[config.mk]
export PLATFORM = sky130hd
export DESIGN_NAME = fetch_unit
export DESIGN_NICKNAME = d
export VERILOG_FILES = /design/src/rtl/riscv_pkg.sv /design/src/rtl/fetch_unit.sv
export SDC_FILE = /design/constraint.sdc
export NUM_CORES = 1
export LEC_CHECK = 0
export ABC_CLOCK_PERIOD_IN_PS = 3100
export BUFFER_PORTS_ARGS = -buffer_cell sky130_fd_sc_hd__buf_2
export CAP_MARGIN = 20
export CORE_MARGIN = 2
export CORE_UTILIZATION = 34
export CTS_BUF_LIST = sky130_fd_sc_hd__clkbuf_4
export DETAILED_ROUTE_END_ITERATION = 6
export MAX_ROUTING_LAYER = met4
export SETUP_SLACK_MARGIN = 0.2
export SYNTH_ARGS = -nofsm -noshare
export SYNTH_HDL_FRONTEND = slang
export SYNTH_SLANG_ARGS = --single-unit
[constraint.sdc]
create_clock -name clk -period 3.1 [get_ports clk]
set_input_delay 0.31 -clock clk [delete_from_list [all_inputs] [get_ports clk]]
set_output_delay 0.31 -clock clk [all_outputs]
set_load 0.1 [all_outputs]
[src/rtl/riscv_pkg.sv]
// Shared constants and state encoding for the RISC-V front end.
// The fetch unit imports this package for its reset PC, bubble instruction and FSM states.
package riscv_pkg;

    localparam logic [31:0] DEFAULT_RESET_PC = 32'h0000_0000;
    localparam logic [31:0] DEFAULT_NOP_INST = 32'h0000_0013;

    typedef enum logic {
        S_FETCH = 1'b0,
        S_VALID = 1'b1
    } fetch_state_e;

    // Instruction fetches are word aligned, so the low two bits of a target are dropped.
    function automatic logic [31:0] align_word(input logic [31:0] addr);
        return {addr[31:2], 2'b00};
    endfunction

endpackage

[src/rtl/fetch_unit.sv]
// Two-state instruction fetch unit: request a word, hold it until decode retires it, then advance the PC.
// The next PC is either PC+4 or a word-aligned ALU target; a misaligned target raises a one-cycle flag.
module fetch_unit
    import riscv_pkg::*;
#(
    parameter logic [31:0] RESET_PC = DEFAULT_RESET_PC,
    parameter logic [31:0] NOP_INST = DEFAULT_NOP_INST
) (
    input  logic        clk,
    input  logic        rst,
    input  logic        PCSel,
    input  logic [31:0] alu_out,
    input  logic        stall_in,
    output logic        imem_req,
    output logic [31:0] imem_addr,
    input  logic        imem_ready,
    input  logic [31:0] imem_rdata,
    output logic [31:0] inst,
    output logic        inst_valid,
    output logic [31:0] pc,
    output logic [31:0] pc_plus4,
    output logic        misalign_err
);

    fetch_state_e state_q;
    logic [31:0]  pc_q;
    logic [31:0]  inst_q;
    logic         misalign_q;

    logic [31:0]  pc_seq;
    logic [31:0]  pc_d;
    logic         retire;
    logic         misalign_d;

    always_comb begin
        pc_seq     = pc_q + 32'd4;
        retire     = (state_q == S_VALID) && !stall_in;
        pc_d       = PCSel ? align_word(alu_out) : pc_seq;
        misalign_d = retire && PCSel && (alu_out[1:0] != 2'b00);
    end

    always_ff @(posedge clk or posedge rst) begin
        if (rst) begin
            state_q    <= S_FETCH;
            pc_q       <= RESET_PC;
            inst_q     <= NOP_INST;
            misalign_q <= 1'b0;
        end else begin
            misalign_q <= misalign_d;
            case (state_q)
                S_FETCH: begin
                    if (imem_ready) begin
                        inst_q  <= imem_rdata;
                        state_q <= S_VALID;
                    end
                end
                S_VALID: begin
                    // Memory responses arriving here are stray and deliberately ignored.
                    if (!stall_in) begin
                        pc_q    <= pc_d;
                        inst_q  <= NOP_INST;
                        state_q <= S_FETCH;
                    end
                end
                default: state_q <= S_FETCH;
            endcase
        end
    end

    // The request is masked while reset is held so nothing is issued before release.
    assign imem_req     = (state_q == S_FETCH) && !rst;
    assign imem_addr    = pc_q;
    assign inst_valid   = (state_q == S_VALID);
    assign inst         = inst_q;
    assign pc           = pc_q;
    assign pc_plus4     = pc_seq;
    assign misalign_err = misalign_q;

endmodule

# After elaboration in Yosys (flattened, before gate mapping)
# Index checks and enable logic that the tools add are counted.
# Widths: inputs -> output; s select.
totals:
  ff_bits: 66
op_classes:
  n_mux: 7
  n_bitwise: 2
  n_addsub: 1
  n_reduce_logical: 9
  eq_ne: 2
ops:
  columns: ["operator", "n"]
  rows:
  - ["$mux 32", 3]
  - ["$pmux 32 s2", 1]
  - ["$add 32x3->32 const B", 1]
  - ["$logic_and 1x1->1", 4]
  - ["$ne 2x2->1 const B", 2]
  - ["$reduce_and 2->1", 2]
  - ["$logic_not 1->1", 2]
  - ["$mux 1", 2]
  - ["$not 1->1", 2]
  - ["$pmux 1 s2", 1]
  - ["$reduce_bool 2->1", 1]

# Longest topological paths before layout
logic_depth:
  word_depth: 4
  depth_mapped: 6
  mapped_depth_nobuf: 5

# Worst setup path before layout
# No wires, ideal clock.
synth_timing:
  path_type: "register to output"
  startpoint: "register pc_q[2] (netlist: imem_addr[2])"
  endpoint: "output pc_plus4[22]"
  n_path_buf: 1
  arrival_ns: 4.158
  setup_slack_ns: -1.368
  path_stages_with_launch: 7
  required_ns: 2.790
  cell_sequence: "dfrtp_1 -> ha_1 -> nand4_2 -> or4_4 -> buf_6 -> or3_4 -> xnor2_1"
synth_between:
  elab_chain_len: 1
synth_lines:
  columns: ["element", "line_no", "text"]
  rows:
  - ["start, declared", "fetch_unit.sv:26", "logic [31:0] pc_q;"]
  - ["start signal, assigned", "fetch_unit.sv:60", "pc_q <= pc_d;"]
  - ["$add 32x3->32", "fetch_unit.sv:36", "pc_seq = pc_q + 32'd4;"]
  - ["end, declared", "fetch_unit.sv:21", "output logic [31:0] pc_plus4,"]
# No other way between the ends.

# Worst setup path after layout
layout_timing:
  startpoint: "register pc_q[5] (netlist: imem_addr[5])"
  endpoint: "output pc_plus4[25]"
# Same word-level chain as after synthesis.

==> metrics.csv <==
metric,value,unit
synth_seq_cells,64,
drt_iter0_drc,242,
ys_async_sr_fraction,100,%
die_area,12500,sq um
power,0.00604,W
syn_avg_cell_area,9.13,sq um
row_count,39,
grt_max_degree,61,
power_density,1060,nW/um^2
nNetsFinal,667,
fin_crit_sh,89.2,%
die_y,112,microns
finalMaxSlewViolations,0,
insertion_delay,0.42,ns
yosys.area_share.simple,20.5,%
clock-sinks,64,
root_buffer,clkbuf_4,
ant_nets,0,
peakVddDrop,0.579,mV
ys_seq_area_share,40.6,%
synth_area,3950,sq um
cts_buffers,9,
timing.final.hold_violations,0,
cp_max_fo,9,
grt.total_usage,20.5,%
antenna_found_initial,3,
critPathLaunchType,flop,
portBuffers,193,
vias,3997,
stdcell_area,5680,sq um
final-seq-area,1640,sq um
grt_pass1_wl,19.9,mm
drt_wl_total,12.5,mm
cap_viol_max_count,0,
layout-drive-gt1-share,51.0,%
outcome,"finished, final reports clean",
whs,0.0272,ns
synth_xor_area_share,6.20,%
critPathRequiredTime,2.79,ns
synth_mux_area_share,0.506,%
cts_buffer_depth,2,
grt_overflow,0,
fmax,362,MHz
static-leakage-power,2.65,nW
wire_per_inst,16.7,microns
io_pins,200,
synth-main-ff-cell,dfrtp_1,
grt_pass1_vias,3871,
ys.warnings.count,0,
cts_tree,done,
finalCriticalPeriod,2.77,ns
ys_types,55,
synth_top_family_by_area,simple AND/OR/NAND/NOR gates,
rsz0062_at_grt,yes,
critPathCaptureType,output pin,
synth_cells,433,
num-fill-cells,1087,
path_class,flop to output pin,
relSlewSlack,48.5,%
drt-vias-per-instance,5.34,
worst_clock_skew,0.0198,ns
initial_utilization,34.8,%
synth-edff-count,0,
worst_pin_slew,0.773,ns
setup_viol,0,
fin_setup_tns,0,ns
syn2layout_area_growth,43.6,%
place_congestion,0.821,
h-tree-depth,3,
first_pass_iters,5,
multi_input_area,2340,sq um
clk_pin_slew,0.11,ns
placed_cell_area,5350,sq um
synthAdderAreaFrac,0.316,%
hpwlAfterDp,9.02,mm
synth_compound_area_share,20.3,%
core,11400,sq um
drc,0,
die_w,112,microns
crit_arrival,2.46,ns
hold_class,input port to asynchronous set/reset pin,
sequential cells by signal (all words and copies together) (netlist names):
signal        flops
inst_valid        1
inst             32
imem_addr        30
misalign_err      1
stage by stage:
stage	setup slack, ns	instances	util [%]
after floorplan	-0.112	438	-
after global placement	0.519	718	47.1
after detailed placement	0.449	718	47.1
after CTS	0.210	741	49.3
after global routing	0.140	748	49.9
final	0.335	748	49.9
layer usage:
metal | wire, microns | up-vias | global-route usage (%) | share of wire (%)
li1 | - | 1895 | - | -
met5 | 0 | - | - | 0
met4 | 204 | 0 | 6.58 | 1.6
met2 | 5850 | 192 | 32.3 | 47
met3 | 1150 | 14 | 6.21 | 9.2
met1 | 5310 | 1896 | 25.4 | 42
power by group:
| part | leakage [nW] | switching, W | internal [W] |
|---|---|---|---|
| clock | 0.0801 | 0.000325 | 0.000332 |
| combinational | 1.83 | 0.00332 | 0.000741 |
| sequential | 0.735 | 0.000297 | 0.00102 |
worst max-delay path, cell delays in order (launching register included):
cell and delay (ns):
dfrtp_2 0.50, nand2_1 0.20, or4_1 0.63, or2_4 0.32, xnor2_4 0.16, buf_6 0.24
worst paths after layout:
check                      slack, ns  cells after the start                startpoint                         to
max                             0.33                      5  imem_addr[5]$_DFFE_PP0N_               pc_plus4[25]
max in group asynchronous       2.39                      3                       rst   imem_addr[2]$_DFFE_PP0N_
min reg2reg                     0.51                      1      inst[31]$_DFFE_PP0P_       inst[31]$_DFFE_PP0P_
min                             0.03                      2                       rst       inst[13]$_DFFE_PP0P_
max reg2reg                     1.01                      6  imem_addr[2]$_DFFE_PP0N_  imem_addr[22]$_DFFE_PP0N_
min in group clk                0.11                      2            imem_rdata[15]       inst[15]$_DFFE_PP0P_
kinds of logic after synthesis:
family	after synthesis
AO/OA/AOI/OAI	108
XOR/XNOR	28
adder cells (fa/ha/maj)	1
buffers and inverters	81
flip-flops	64
multiplexers	2
other	1
AND/OR/NAND/NOR	148
cells in the mapped netlist, types with 3 or more instances:
cell type	instances	area share (%)
a21oi_1	14	1.8
a22o_1	30	6.6
a22oi_1	3	0.57
a311o_1	3	0.76
a31oi_1	11	1.7
and2_1	3	0.47
and3_1	16	2.5
buf_2	5	0.63
buf_4	36	6.8
clkbuf_1	26	2.5
dfrtp_1	61	39
dfstp_2	3	2.0
inv_1	12	1.1
nand2_1	25	2.4
nand3_1	17	2.2
nand3b_1	4	0.76
nand4_1	15	2.4
nor2_1	24	2.3
nor2b_1	3	0.47
nor3_1	13	1.6
nor4_1	7	1.1
o211ai_1	11	2.1
o21ai_0	12	1.5
o22a_1	4	0.89
o2bb2ai_1	3	0.66
o311ai_0	5	1.1
or3_1	6	0.95
or4_1	3	0.57
xnor2_1	20	4.4
xor2_1	8	1.8
cell type report:
class,count,share of cell area [%]
Inverter,12,0.793
Clock inverter,6,1.48
Multi-Input combinational cell,293,41.2
Tap cell,143,3.15
Clock buffer,10,1.32
Timing Repair Buffer,217,23.1
Sequential cell,64,28.8
Antenna cell,3,0.132
cells in the final DEF, fill, tap and decap left out, types with 11 or more instances in the layout:
cell        n
dfrtp_1    36
nand2_1    25
a22o_1     30
nand3_1    16
nand4_1    15
clkbuf_4   15
inv_1      11
dfrtp_2    25
xnor2_4    12
a21oi_1    14
and3_1     16
nor2_1     22
buf_2     175
buf_4      26
a31oi_1    11
o21ai_0    12
nor3_1     11
o211ai_1   11
repair_timing:
action | CTS | global route
setup buffers | 7 | 4
pin swaps | 2 | 3
gates resized for setup | 10 | 9
hold buffers | 0 | 0
endpoints found under the setup margin | 10 | 12
Note: power is estimated with default switching activity, not from simulation.
